**src/rtl/alu_ctrl_pkg.sv**
```systemverilog
// Shared types and constants for the shared add/sub ALU controller.
// The FSM state encoding and the ALU select codes live here.
package alu_ctrl_pkg;

    typedef enum logic [1:0] {
        IDLE  = 2'd0,
        ISSUE = 2'd1,
        WAIT  = 2'd2,
        RESP  = 2'd3
    } state_t;

    localparam logic ALU_ADD = 1'b0;
    localparam logic ALU_SUB = 1'b1;
    localparam int   ALU_W   = 8;

endpackage

```
**src/rtl/rr_arbiter.sv**
```systemverilog
// Combinational round-robin arbiter: the search starts at ptr and wraps.
// The grant is one-hot, or zero when no request is active.
module rr_arbiter #(
    parameter int NUM_REQ = 2,
    parameter int ID_W    = 1
) (
    input  logic [NUM_REQ-1:0] req,
    input  logic [ID_W-1:0]    ptr,
    output logic [NUM_REQ-1:0] grant,
    output logic [ID_W-1:0]    idx
);

    int   cand;
    logic found;

    always_comb begin
        grant = '0;
        idx   = '0;
        found = 1'b0;
        cand  = 0;
        for (int k = 0; k < NUM_REQ; k++) begin
            cand = int'(ptr) + k;
            if (cand >= NUM_REQ) begin
                cand = cand - NUM_REQ;
            end
            if (!found && req[cand]) begin
                found       = 1'b1;
                grant[cand] = 1'b1;
                idx         = ID_W'(cand);
            end
        end
    end

endmodule

```
**src/rtl/alu_share_ctrl.sv**
```systemverilog
// Shares one registered add/sub ALU between NUM_REQ requesters: round-robin
// grant, operand issue, wait for the ALU's one-cycle latency, tagged response.
//
// state | meaning
// IDLE  | ready to grant; req_ready follows the arbiter winner
// ISSUE | alu_* stable, the ALU captures them at the end of this cycle
// WAIT  | alu_res valid, captured into rsp_res/rsp_zero
// RESP  | rsp_valid held with stable payload until rsp_ready
module alu_share_ctrl
    import alu_ctrl_pkg::*;
#(
    parameter int NUM_REQ = 2,
    parameter int ID_W    = 1,
    parameter int DATA_W  = ALU_W
) (
    input  logic                      clk,
    input  logic                      rst,
    input  logic [NUM_REQ-1:0]        req_valid,
    output logic [NUM_REQ-1:0]        req_ready,
    input  logic [NUM_REQ*DATA_W-1:0] req_opa,
    input  logic [NUM_REQ*DATA_W-1:0] req_opb,
    input  logic [NUM_REQ-1:0]        req_sel,
    output logic [DATA_W-1:0]         alu_opa,
    output logic [DATA_W-1:0]         alu_opb,
    output logic                      alu_sel,
    input  logic [DATA_W-1:0]         alu_res,
    output logic                      rsp_valid,
    input  logic                      rsp_ready,
    output logic [ID_W-1:0]           rsp_id,
    output logic [DATA_W-1:0]         rsp_res,
    output logic                      rsp_zero,
    output logic                      busy
);

    state_t               state;
    logic [ID_W-1:0]      ptr;
    logic [ID_W-1:0]      id_q;
    logic [NUM_REQ-1:0]   grant;
    logic [ID_W-1:0]      win_idx;
    logic [ID_W-1:0]      next_ptr;
    logic [DATA_W-1:0]    win_opa;
    logic [DATA_W-1:0]    win_opb;
    logic                 win_sel;
    logic                 accept;

    rr_arbiter #(
        .NUM_REQ (NUM_REQ),
        .ID_W    (ID_W)
    ) u_arb (
        .req   (req_valid),
        .ptr   (ptr),
        .grant (grant),
        .idx   (win_idx)
    );

    // Grant is a subset of req_valid, so ready never lands on an idle requester.
    assign req_ready = (state == IDLE && !rst) ? grant : '0;
    assign accept    = |(req_valid & req_ready);
    assign rsp_id    = id_q;

    always_comb begin
        win_opa = '0;
        win_opb = '0;
        for (int i = 0; i < NUM_REQ; i++) begin
            if (grant[i]) begin
                win_opa = req_opa[i*DATA_W +: DATA_W];
                win_opb = req_opb[i*DATA_W +: DATA_W];
            end
        end
        win_sel = |(grant & req_sel);
    end

    always_comb begin
        if (win_idx == ID_W'(NUM_REQ - 1)) begin
            next_ptr = '0;
        end else begin
            next_ptr = win_idx + ID_W'(1);
        end
    end

    always_ff @(posedge clk) begin
        if (rst) begin
            state     <= IDLE;
            ptr       <= '0;
            id_q      <= '0;
            alu_opa   <= '0;
            alu_opb   <= '0;
            alu_sel   <= ALU_ADD;
            rsp_valid <= 1'b0;
            rsp_res   <= '0;
            rsp_zero  <= 1'b0;
            busy      <= 1'b0;
        end else begin
            case (state)
                IDLE: begin
                    if (accept) begin
                        alu_opa <= win_opa;
                        alu_opb <= win_opb;
                        alu_sel <= win_sel ? ALU_SUB : ALU_ADD;
                        id_q    <= win_idx;
                        ptr     <= next_ptr;
                        busy    <= 1'b1;
                        state   <= ISSUE;
                    end
                end
                ISSUE: begin
                    state <= WAIT;
                end
                WAIT: begin
                    rsp_res   <= alu_res;
                    rsp_zero  <= (alu_res == '0);
                    rsp_valid <= 1'b1;
                    state     <= RESP;
                end
                RESP: begin
                    if (rsp_ready) begin
                        rsp_valid <= 1'b0;
                        busy      <= 1'b0;
                        state     <= IDLE;
                    end
                end
                default: begin
                    state <= IDLE;
                end
            endcase
        end
    end

endmodule

```
**config.mk**
```make
export PLATFORM = sky130hd
export DESIGN_NAME = alu_share_ctrl
export DESIGN_NICKNAME = d
export VERILOG_FILES = /design/src/rtl/alu_ctrl_pkg.sv /design/src/rtl/rr_arbiter.sv /design/src/rtl/alu_share_ctrl.sv
export SDC_FILE = /design/constraint.sdc
export NUM_CORES = 1
export LEC_CHECK = 0
export BUFFER_PORTS_ARGS = -buffer_cell sky130_fd_sc_hd__buf_2
export CAP_MARGIN = 20
export CORE_MARGIN = 1.5
export CORE_UTILIZATION = 40
export DETAILED_ROUTE_END_ITERATION = 10
export PLACE_DENSITY_LB_ADDON = 0.1
export SLEW_MARGIN = 10
export SYNTH_ARGS = -nofsm -noshare
export SYNTH_HDL_FRONTEND = slang
export SYNTH_SLANG_ARGS = --single-unit
```
**constraint.sdc**
```tcl
create_clock -name clk -period 1.35 [get_ports clk]
set_input_delay 0.2025 -clock clk [delete_from_list [all_inputs] [get_ports clk]]
set_output_delay 0.2025 -clock clk [all_outputs]
set_load 0.005 [all_outputs]
```
# ---- Word-level counts from Yosys, hierarchy flattened
# Cells that the tools add are included.
dict set report classes {
  bitwise 3
  n_eq_ne 5
  reduce_logical 16
  n_mux 31
  add_sub_neg 4
  magnitude_cmp 6
}
# operator count
set ops {}
lappend ops {{greater-or-equal comparator 32 x 1 -> 1 bit (second input constant)} 2}
lappend ops {{less-than comparator 32 x 3 -> 1 bit (second input constant)} 2}
lappend ops {{two-way mux 32 bit} 2}
lappend ops {{greater-or-equal comparator 32 x 3 -> 1 bit (second input constant)} 1}
lappend ops {{two-way mux 8 bit} 4}
lappend ops {{subtractor 32 x 3 -> 32 bit (second input constant)} 1}
lappend ops {{two-way mux 1 bit} 15}
lappend ops {{two-way mux 2 bit} 5}
lappend ops {{logical NOT 8 bit} 1}
lappend ops {{case mux 2 bit (4 select lines)} 1}
lappend ops {{AND reduction 2 bit} 3}
lappend ops {{AND 2 bit} 2}
lappend ops {{equality test 2 bit (second input constant)} 2}
lappend ops {{logical AND 1 bit} 4}
lappend ops {{inequality test 2 bit (second input constant)} 2}
lappend ops {{case mux 1 bit (2 select lines)} 2}
lappend ops {{nonzero test 2 bit} 2}
lappend ops {{OR reduction 2 bit} 2}
lappend ops {{AND reduction 3 bit} 1}
lappend ops {{subtractor 1 x 2 -> 3 bit (second input constant)} 1}
lappend ops {{adder 1 x 1 -> 2 bit (second input constant)} 1}
lappend ops {{demux 1 bit (select 1 bit)} 2}
lappend ops {{equality test 2 x 1 -> 1 bit (second input constant)} 1}
lappend ops {{greater-or-equal comparator 1 x 2 -> 1 bit (second input constant)} 1}
lappend ops {{4 further kinds} 5}
dict set report word_totals {
  elab_cells 75
  inputBits 47
  reg_bits 32
}

# ---- Longest topological paths before layout
dict set report logic_depth {
  word_depth 14
  depth_mapped 7
  depth_no_buf 5
}

# ---- Modules after synthesis
# From an unflattened synthesis, not the netlist that was laid out.
dict set report unflattened {
  cells_unflattened 157
  hier_area_um2 1529.0
}
# mod instances seq_area_each_um2 area_per_inst_um2 cells_each
set by_module_without_submodules {}
lappend by_module_without_submodules {alu_share_ctrl 1 640.6 1498.9 153}
lappend by_module_without_submodules {rr_arbiter 1 0.0 30.0 4}

# ---- Least setup slack after synthesis
# No wires, ideal clock.
dict set report synth_timing {
  kind {register to register}
  start {register state[0]}
  end {register state[0]}
  slack_ps -94
  setup_time_ps 87
  t_required_ps 1263
  arrival_ps 1357
  stages_incl_launch_ff 6
  path_cell_list {dfxtp_1 -> inv_1 -> ha_1 -> nor3b_1 -> or4_1 -> o31ai_1}
}
dict set report synth_between {
  elab_chain_cells 7
}
# element line
set synth_lines {}
lappend synth_lines {{from (decl)} alu_share_ctrl.sv:35} ;# state_t state;
lappend synth_lines {{from (signal assigned)} alu_share_ctrl.sv:83} ;# state <= IDLE;
lappend synth_lines {{from (signal assigned)} alu_share_ctrl.sv:103} ;# state <= ISSUE;
lappend synth_lines {{from (signal assigned)} alu_share_ctrl.sv:107} ;# state <= WAIT;
lappend synth_lines {{logical NOT 2 bit} {alu_share_ctrl.sv:57, alu_share_ctrl.sv:94}}
lappend synth_lines {{logical AND 1 bit} alu_share_ctrl.sv:57} ;# assign req_ready = (state == IDLE && !rst) ? grant : '0;
lappend synth_lines {{two-way mux 2 bit} alu_share_ctrl.sv:57}
lappend synth_lines {{AND 2 bit} alu_share_ctrl.sv:58} ;# assign accept = |(req_valid & req_ready);
lappend synth_lines {{OR reduction 2 bit} alu_share_ctrl.sv:58}
lappend synth_lines {{inequality test 2 bit (no source line)} -}
lappend synth_lines {{AND reduction 2 bit (no source line)} -}
# Parallel ways exist; a longest one is shown, timed or not.
# A chain may end at the register's enable or synchronous reset.

# ---- Worst setup path in the final report
dict set report layout_timing {
  start {register state[0]}
  end {output req_ready[0]}
}
dict set report layout_between {
  elab_chain_cells 3
}
# element line
set layout_lines {}
lappend layout_lines {{logical NOT 2 bit} alu_share_ctrl.sv:57}
lappend layout_lines {{logical AND 1 bit} alu_share_ctrl.sv:57}
lappend layout_lines {{two-way mux 2 bit} alu_share_ctrl.sv:57}
lappend layout_lines {{to (decl)} alu_share_ctrl.sv:19} ;# output logic [NUM_REQ-1:0] req_ready,
# No other way between the ends.

==> metrics <==
GR Overflow Total=0; DP Cell Count=282; Critical Path RT=1.15 ns; Top FF cell, synth=dfxtp_1; fin crit share=108%; CORE AREA=3630 um^2; Highest Clock Rate=689 MHz; final WL=3950 um; Setup CP Type=reg2out; Setup crit end kind=primary output; HPWL after detailed placement=3040 um; GRT Util Overall=19.1%; die area=4120 um^2; flop2flop setup slack=-0.06 ns; Seq/Total Area, Yosys=42.8%; Hold Crit Class=in2reg; CP arrival=1.25 ns; Post-Syn Area=1500 um^2; final worst slack=-0.101 ns; fill count=339; Die Y=64.2 um; Clock Path Buffers=2; CTS tree=built; Static Leak=0.981 nW; Yosys reg bits=32; reg2reg end=state[0]; Reg2Reg Depth=5; PD cells=1760 nW/um^2; yosys warns=0; DRT Pass-1 Iters=4; vias per std cell=5.20; Unique masters post-synth=31; largest net degree at the start of global routing=13; Slew @ Worst Pin=0.294 ns; RSZ-0062 raised after global routing=true; simple-gate portion of the synthesized area=15.1%; compound-gate portion of the synthesized area=27.2%; Layout Skew=0.00233 ns; Clock Latency Late Sink=0.27 ns; cts hold-fix bufs=0; total I/O pin count=78; commonest non-fill, non-tap cell in the layout=buf_2; Slew Viols, Final=0; Syn Area/Cell=9.84 um^2; WHS Endpoint=rsp_res[5]; Period minus WS final=1.45 ns; fin nets=296; worst r2r src=state[1]; clk sink count=32; fin util=59.5%; status=finished with violations; most frequent cells in the layout=buf_2 (77), nor2_1 (30), dfxtp_1 (30), buf_4 (21), a32oi_1 (17); Worst-path clk slew=0.06 ns; share of cells above drive strength 1=50.8%; Slew HR=80.2%; largest family of logic cells by synthesized area=compound AO/OA/AOI/OAI gates; Synth Area in XOR/XNOR=0%; Hold WS=0.183 ns; maximum capacitance violations=0; first-pass GRT wire length=6290 um; starting density of the core=41.2%; Post-DP Area=2010 um^2; crit path max fanout=4; number of H-tree levels=2; VDD IR-drop max=0.000966 V; DR DRC count=0; post-route insts no fill=294; hold path depth=3; violated checks=negative setup slack; synthesized net count=203; Num CTS Buffers=5; Fin Setup TNS=-0.233 ns; diode count=0; antenna viol nets, final=0; via count=1530; Port Buf Inserts=77; Critical Path Source Type=flop; adder-cell area share of the yosys netlist=3.34%; post-DR wirelength/cell=13.4 um; initial antenna violation count=0; cells after synthesis=152; vias in the first global route=1443; Die Wd=64.2 um; setup violators final=4; HP Start=alu_res[5]; mux cell area share after synthesis=5.35%; area grow syn2layout=44.4%; clk root buf=clkbuf_8; Rows=22; final-report hold violation count=0; drt initial violations=45; post-route cell area=2160 um^2; GPL Wtd Cong=0.762; number of synthesized flops with an enable pin=0; Post-synth ARST share=0%
per-layer routing:
| metal | GRT usage [%] | routed length (um) | part of all wire [%] | vias to the layer above |
|---|---|---|---|---|
| li1 | - | - | - | 754 |
| met1 | 22.7 | 1740 | 44 | 718 |
| met2 | 34.0 | 1920 | 49 | 54 |
| met3 | 5.81 | 270 | 6.8 | 4 |
| met4 | 3.72 | 20 | 0.51 | 0 |
| met5 | 0 | 0 | 0 | - |
worst max-delay path, cell delays in order (launching register included):
cell and delay (ns):
dfxtp_2 0.34, inv_2 0.05, ha_4 0.16, buf_6 0.11, and3b_1 0.18, buf_2 0.13
state kept, by name, indices dropped and copies added, names as in the netlist:
signal,count
alu_opa,8
alu_opb,8
rsp_res,8
state,2
alu_sel,1
busy,1
ptr,1
rsp_id,1
rsp_valid,1
rsp_zero,1
layout make-up:
class	count	area [um^2]	share of cell area (%)
sequential	32	643	29.8
tap	48	60.1	2.78
multi-input combinational	104	802	37.1
inverter	3	11.3	0.521
timing repair buffer	99	554	25.7
clock buffer	8	90.1	4.17
worst max path at each step:
stage | slack, ns | from | endpoint
3_5_place_dp | -0.05 | state[1] | state[0]
4_1_cts | -0.09 | state[1] | req_ready[0]
3_3_place_gp | 0.006 | state[1] | state[1]
5_1_grt | -0.14 | state[0] | req_ready[0]
6_report | -0.10 | state[0] | req_ready[0]
2_1_floorplan | 0.005 | state[1] | state[0]
synth_stat cells (4+ instances only):
cell      count  share of area [%]
buf_4         6                3.0
a32oi_1      17                9.9
a211oi_1      8                4.0
nor2_1       30                7.5
ha_1          4                3.3
a211oi_2      9                7.5
mux2i_1       8                5.4
dfxtp_1      32                 43
stage by stage:
stage	total power [mW]	setup WS, ns
after floorplan	2.35	0.00478
after global placement	2.91	0.00575
after detailed placement	2.98	-0.0452
after CTS	3.82	-0.0890
after global routing	4.06	-0.141
final	3.80	-0.101
power breakdown:
group | internal (mW) | switching [mW]
Clock | 0.415 | 0.327
Combinational | 0.840 | 0.781
Sequential | 1.26 | 0.172
Total | 2.52 | 1.28
timing repair:
item,4_1_cts,5_1_grt
pin swaps,2,2
endpoints found under the setup margin,4,15
buffers inserted,4,0
resized for setup,5,1
kinds of logic (layout without fill, tap and decap cells):
kind of cell	after synthesis	count (layout)
buffers and inverters	16	110
muxes	8	8
and+or+nand+nor	47	47
DFF	32	32
adders and majority gates	4	4
AOI/OAI and AO/OA	45	45
No activity file was read; power rests on OpenSTA's default activity.
